==> config.mk <==
export PLATFORM = sky130hd
export DESIGN_NAME = inst_mem_loadable
export DESIGN_NICKNAME = d
export VERILOG_FILES = /design/src/rtl/necpu_pkg.sv /design/src/rtl/inst_mem_ram.sv /design/src/rtl/inst_mem_loadable.sv
export SDC_FILE = /design/constraint.sdc
export NUM_CORES = 1
export LEC_CHECK = 0
export CAP_MARGIN = 5
export CORE_MARGIN = 4
export CORE_UTILIZATION = 55
export CTS_CLUSTER_DIAMETER = 200
export DETAILED_ROUTE_END_ITERATION = 8
export HOLD_SLACK_MARGIN = 0.05
export PLACE_DENSITY = 0.74
export REMOVE_ABC_BUFFERS = 1
export SLEW_MARGIN = 5
export SYNTH_ARGS = -nofsm -noshare
export SYNTH_HDL_FRONTEND = slang
export SYNTH_HIERARCHICAL = 1
export SYNTH_SLANG_ARGS = --single-unit
export TNS_END_PERCENT = 20
==> constraint.sdc <==
create_clock -name clk -period 12.5 [get_ports clk]
set_input_delay 3.75 -clock clk [delete_from_list [all_inputs] [get_ports clk]]
set_output_delay 3.75 -clock clk [all_outputs]
set_load 0.05 [all_outputs]
==> src/rtl/necpu_pkg.sv <==
// Shared NECPU definitions: instruction width, NOP encoding and the boot FSM
// states of the loadable instruction memory.
package necpu_pkg;

  localparam int INST_W = 32;
  localparam logic [INST_W-1:0] NOP = '0;

  typedef enum logic [1:0] {
    CLEAR,
    RUN,
    LOAD
  } boot_state_e;

endpackage

==> src/rtl/inst_mem_ram.sv <==
// 1R1W synchronous RAM with registered read and no reset; maps onto
// distributed or block RAM.
module inst_mem_ram #(
  parameter int DATA_W = 32,
  parameter int DEPTH  = 16,
  parameter int AW     = 4
) (
  input  logic              clk,
  input  logic              we,
  input  logic [AW-1:0]     waddr,
  input  logic [DATA_W-1:0] wdata,
  input  logic              re,
  input  logic [AW-1:0]     raddr,
  output logic [DATA_W-1:0] rdata
);

  logic [DATA_W-1:0] mem [DEPTH];
  logic [DATA_W-1:0] rdata_q;

  always_ff @(posedge clk) begin
    if (we) mem[waddr] <= wdata;
    if (re) rdata_q <= mem[raddr];
  end

  assign rdata = rdata_q;

endmodule

==> src/rtl/inst_mem_loadable.sv <==
// Loadable NECPU instruction memory: boot FSM zero-fills the RAM, then serves
// registered fetches and accepts streamed program loads from the host.
module inst_mem_loadable
  import necpu_pkg::*;
#(
  parameter int                 DATA_W   = INST_W,
  parameter int                 DEPTH    = 16,
  parameter logic [DATA_W-1:0]  NOP_WORD = DATA_W'(NOP)
) (
  input  logic                         clk,
  input  logic                         rst_n,
  input  logic                         fetch_en,
  input  logic [31:0]                  address,
  output logic [DATA_W-1:0]            inst,
  output logic                         inst_valid,
  output logic                         addr_err,
  output logic                         cpu_hold,
  input  logic                         load_start,
  input  logic                         prog_valid,
  input  logic [DATA_W-1:0]            prog_data,
  input  logic                         load_done,
  output logic [$clog2(DEPTH+1)-1:0]   load_count,
  output logic                         load_ovf
);

  localparam int                AW      = $clog2(DEPTH);
  localparam int                CW      = $clog2(DEPTH + 1);
  localparam logic [31:0]       DEPTH_W = DEPTH;
  localparam logic [AW-1:0]     LAST    = AW'(DEPTH - 1);
  localparam logic [CW-1:0]     FULL    = CW'(DEPTH);

  boot_state_e       state_q, state_d;
  logic [AW-1:0]     ptr_q, ptr_d;
  logic [CW-1:0]     load_count_q, load_count_d;
  logic              load_ovf_q, load_ovf_d;
  logic              inst_valid_q, inst_valid_d;
  logic              addr_err_q, addr_err_d;
  logic              inst_nop_q, inst_nop_d;
  logic              cpu_hold_q, cpu_hold_d;

  logic              ram_we, ram_re;
  logic [AW-1:0]     ram_waddr;
  logic [DATA_W-1:0] ram_wdata, ram_rdata;
  logic              in_range;

  assign in_range = (address < DEPTH_W);

  // The RAM has no reset, so a flag selects NOP_WORD until a real in-range read lands.
  always_comb begin
    state_d      = state_q;
    ptr_d        = ptr_q;
    load_count_d = load_count_q;
    load_ovf_d   = load_ovf_q;
    inst_valid_d = 1'b0;
    addr_err_d   = addr_err_q;
    inst_nop_d   = inst_nop_q;
    ram_we       = 1'b0;
    ram_re       = 1'b0;
    ram_waddr    = ptr_q;
    ram_wdata    = NOP_WORD;

    unique case (state_q)
      CLEAR: begin
        ram_we = 1'b1;
        ptr_d  = ptr_q + AW'(1);
        if (ptr_q == LAST) begin
          ptr_d   = '0;
          state_d = RUN;
        end
      end
      RUN: begin
        if (load_start) begin
          state_d      = LOAD;
          load_count_d = '0;
          load_ovf_d   = 1'b0;
        end else if (fetch_en) begin
          inst_valid_d = 1'b1;
          addr_err_d   = ~in_range;
          inst_nop_d   = ~in_range;
          ram_re       = in_range;
        end
      end
      LOAD: begin
        ram_wdata = prog_data;
        ram_waddr = AW'(load_count_q);
        if (load_start) begin
          load_count_d = '0;
          load_ovf_d   = 1'b0;
          if (prog_valid) begin
            ram_we       = 1'b1;
            ram_waddr    = '0;
            load_count_d = CW'(1);
          end
        end else begin
          if (prog_valid) begin
            if (load_count_q < FULL) begin
              ram_we       = 1'b1;
              load_count_d = load_count_q + CW'(1);
            end else begin
              load_ovf_d = 1'b1;
            end
          end
          if (load_done) state_d = RUN;
        end
      end
      default: state_d = CLEAR;
    endcase

    cpu_hold_d = (state_d != RUN);
  end

  always_ff @(posedge clk or negedge rst_n) begin
    if (!rst_n) begin
      state_q      <= CLEAR;
      ptr_q        <= '0;
      load_count_q <= '0;
      load_ovf_q   <= 1'b0;
      inst_valid_q <= 1'b0;
      addr_err_q   <= 1'b0;
      inst_nop_q   <= 1'b1;
      cpu_hold_q   <= 1'b1;
    end else begin
      state_q      <= state_d;
      ptr_q        <= ptr_d;
      load_count_q <= load_count_d;
      load_ovf_q   <= load_ovf_d;
      inst_valid_q <= inst_valid_d;
      addr_err_q   <= addr_err_d;
      inst_nop_q   <= inst_nop_d;
      cpu_hold_q   <= cpu_hold_d;
    end
  end

  inst_mem_ram #(
    .DATA_W (DATA_W),
    .DEPTH  (DEPTH),
    .AW     (AW)
  ) u_ram (
    .clk   (clk),
    .we    (ram_we),
    .waddr (ram_waddr),
    .wdata (ram_wdata),
    .re    (ram_re),
    .raddr (address[AW-1:0]),
    .rdata (ram_rdata)
  );

  assign inst       = inst_nop_q ? NOP_WORD : ram_rdata;
  assign inst_valid = inst_valid_q;
  assign addr_err   = addr_err_q;
  assign cpu_hold   = cpu_hold_q;
  assign load_count = load_count_q;
  assign load_ovf   = load_ovf_q;

endmodule
==> flow_metrics.env <==
export IMPL_setup_violations_final=0
export IMPL_max_slew_margin_rel_pct=19.0
export IMPL_clk_latency_ns=0.57
export IMPL_avgSynthCellArea_um2=21.5
export IMPL_hold_violations=0
export IMPL_post_cts_buffers=0
export IMPL_crit_type="flop to output pin"
export IMPL_yosys_area_top_type="edfxtp_1"
export IMPL_fmax_mhz=154
export IMPL_design_area_um2=24900
export IMPL_netlist_top_cells_area="edfxtp_1 76%, mux4_2 13%, a22oi_1 2.2%, dfrtp_1 1.6%, nor2b_1 0.99%"
export IMPL_cts_htree_levels=2
export IMPL_combPwrFrac_pct=19.0
export IMPL_postCtsHoldBufs=0
export IMPL_critPathMaxFanout=33
export IMPL_cts_sinks=560
export IMPL_whs_ns=0.512
export IMPL_vdd_ir_drop_worst_v=0.000139
export IMPL_max_stage_delay_ns=1.12
export IMPL_nNetsFinal=1201
export IMPL_hold_class="flop to flop"
export IMPL_synthesis_area_um2=21500
export IMPL_gr_total_overflow=0
export IMPL_rows=72
export IMPL_pwr_share_clk_pct=29.2
export IMPL_synth_top_cell_area_share_pct=76.0
export IMPL_grt_pass1_wl_um=66900
export IMPL_dr_total_vias=10300
export IMPL_grt_max_degree=83
export IMPL_yosys_warnings=6
export IMPL_crit_arrival_ns=2.74
export IMPL_cp_cell_sequence="nor2b_1 > clkdlybuf4s50_1"
export IMPL_synthFlopType="edfxtp_1"
export IMPL_critical_path_top_delay_family="flip-flops"
export IMPL_gp_congestion=0.754
export IMPL_hpwl_um=22800
export IMPL_worstPathRequired_ns=8.75
export IMPL_slew_violations=0
export IMPL_p_leak_uw=0.00800
export IMPL_tightest_slew_ns=1.21
export IMPL_max_cap_violations=0
export IMPL_crit_path_end_kind="output pin"
export IMPL_p_int_uw=3720
export IMPL_fin_setup_tns_ns=0
export IMPL_fp_dieW_um=206
export IMPL_core_um2=38600
export IMPL_powerDensity_nw_per_um2=207
export IMPL_grt_pass1_vias=10800
export IMPL_cts_clk_slew_worst_paths_ns=0.06
export IMPL_drive_gt1_share_pct=21.1
export IMPL_cts_buffers_inserted=53
export IMPL_worstSetupStartpointType="flop"
export IMPL_period_needed_ns=6.49
export IMPL_switching_share_pct=27.8
export IMPL_firstDrtPassIters=5
export IMPL_ant_nets=0
export IMPL_area_growth_pct=15.7
export IMPL_place_area_um2=23200
export IMPL_port_buffers=110
export IMPL_skew_ns=0.0133
export IMPL_fin_crit_sh_pct=51.9
export IMPL_ys_seq_area_share_pct=77.8
export IMPL_p_switching_uw=1430
export IMPL_cp_slowest_cell="dfstp_2"
export IMPL_via_per_inst=6.13
export IMPL_cts_tree="built"
export IMPL_synth_async_reset_ratio_pct=2.86
export IMPL_diodes=0
export IMPL_rrSetupSlack_ns=9.32
export IMPL_clock_root_buffer="clkbuf_16"
export IMPL_synthCells=1001
export IMPL_dieArea_um2=42300
export IMPL_ys_ff_latch=560
export IMPL_wirelength_um=44000
export IMPL_synth_edf_count=544
export IMPL_cts_resized=0
export IMPL_ys_types=42
export IMPL_initial_core_util_pct=55.6
export IMPL_avgRoutedWirePerCell_um=26.1
export IMPL_clk_path_buf_depth=3
export IMPL_drc_errors=0
export IMPL_status="finished clean"
export IMPL_die_height_um=206
export IMPL_p_seq_share_pct=51.9
export IMPL_drt_iter0_markers=1166
export IMPL_ios=111
export IMPL_grt_util_all_layers_pct=21.4
export IMPL_antenna_found_initial=0
export IMPL_grt_setup_unrepaired="false"
export IMPL_crit_buf_inv=1
==> power groups by stage <==
stage / sequential (µW) / combinational, µW / clock, µW
2_1_floorplan: 2690 / 560 / 0
3_3_place_gp: 2680 / 961 / 0
3_5_place_dp: 2710 / 981 / 0
4_1_cts: 2670 / 988 / 1530
5_1_grt: 2700 / 1050 / 1620
6_report: 2670 / 977 / 1500
==> synthesized netlist by cell type (4+ instances only) <==
cell type / count
o21ai_0: 8
clkbuf_1: 23
nor2_1: 21
nand4_1: 4
nor2b_1: 34
dfrtp_1: 14
a22o_1: 4
nor4_1: 7
edfxtp_1: 544
mux4_2: 128
a22oi_1: 64
buf_2: 8
a21oi_1: 5
nand2_1: 43
buf_4: 9
buf_6: 4
and2_1: 32
nor3_1: 5
buf_1: 10
==> per-layer routing <==
| layer | up-vias | global-route usage [%] | part of all wire (%) |
|---|---|---|---|
| met5 | - | 0 | 0 |
| met4 | 0 | 5.19 | 2.0 |
| met3 | 66 | 3.18 | 7.1 |
| met2 | 431 | 34.2 | 49 |
| met1 | 5421 | 31.9 | 42 |
| li1 | 4412 | - | - |
==> tightest hold or removal path, delay by kind of cell (launching register included) <==
kind | cells | cell delay [ns]
flip-flops | 1 | 0.35
AND/OR/NAND/NOR | 2 | 0.12
==> logic make-up (layout without fill, tap and decap cells) <==
family,count (synthesis),count (layout),synth area share (%)
flip-flops,560,560,77.8
AND/OR/NAND/NOR,160,160,4.00
multiplexers,129,129,13.5
AO/OA/AOI/OAI,91,91,3.12
buffers and inverters,56,223,1.32
XOR/XNOR,3,3,0.157
adder cells (fa/ha/maj),2,2,0.116
==> area by class of cell <==
class,count,area [µm²]
well taps,518,648
fillers,2499,13800
repair buffers,127,1230
flip-flops and latches,560,16700
multi-input cells,385,4620
clock inverters,21,150
inverters,2,7.51
clock buffers,73,1480
==> stage by stage <==
step	std cells	power, µW	utilization, %	setup slack [ns]
6_report	1686	5150	64.4	6.01
5_1_grt	1686	5360	64.4	5.88
4_1_cts	1686	5190	64.4	5.94
3_5_place_dp	1592	3690	60.2	5.52
3_3_place_gp	1592	3640	60.2	5.57
2_1_floorplan	947	3250	-	5.26
==> placed cells by master (no fill, tap or decap), types with 5 or more instances in the layout <==
| master | n |
|---|---|
| clkinv_1 | 12 |
| clkbuf_1 | 14 |
| mux4_2 | 128 |
| buf_4 | 18 |
| and2_1 | 31 |
| nor2_1 | 8 |
| clkdlybuf4s50_1 | 108 |
| a21oi_1 | 5 |
| clkbuf_8 | 5 |
| dfrtp_1 | 14 |
| o21ai_0 | 8 |
| nor2_4 | 14 |
| nor4_1 | 7 |
| a22oi_1 | 64 |
| nand2_1 | 43 |
| edfxtp_1 | 544 |
| clkbuf_16 | 55 |
| nor2b_1 | 32 |
==> final timing paths <==
path / from / end / cells past startpoint
setup / recovery: inst_nop_q / inst[20] / 2
hold / removal: addr_err / addr_err / 2
setup reg to reg: state_q[0] / u_ram/mem[3][14] / 5
hold reg to reg: addr_err / addr_err / 2
max in group asynchronous: rst_n / ptr_q[1] / 1
min in group asynchronous: rst_n / load_ovf / 1
==> flip-flops by register name, summed over array words and instances (netlist names) <==
register,count
ptr_q,4
cpu_hold,1
state_q,2
load_count,5
u_ram/mem,512
load_ovf,1
u_ram/rdata,32
addr_err,1
inst_valid,1
inst_nop_q,1
No activity file was read; power rests on OpenSTA's default activity.
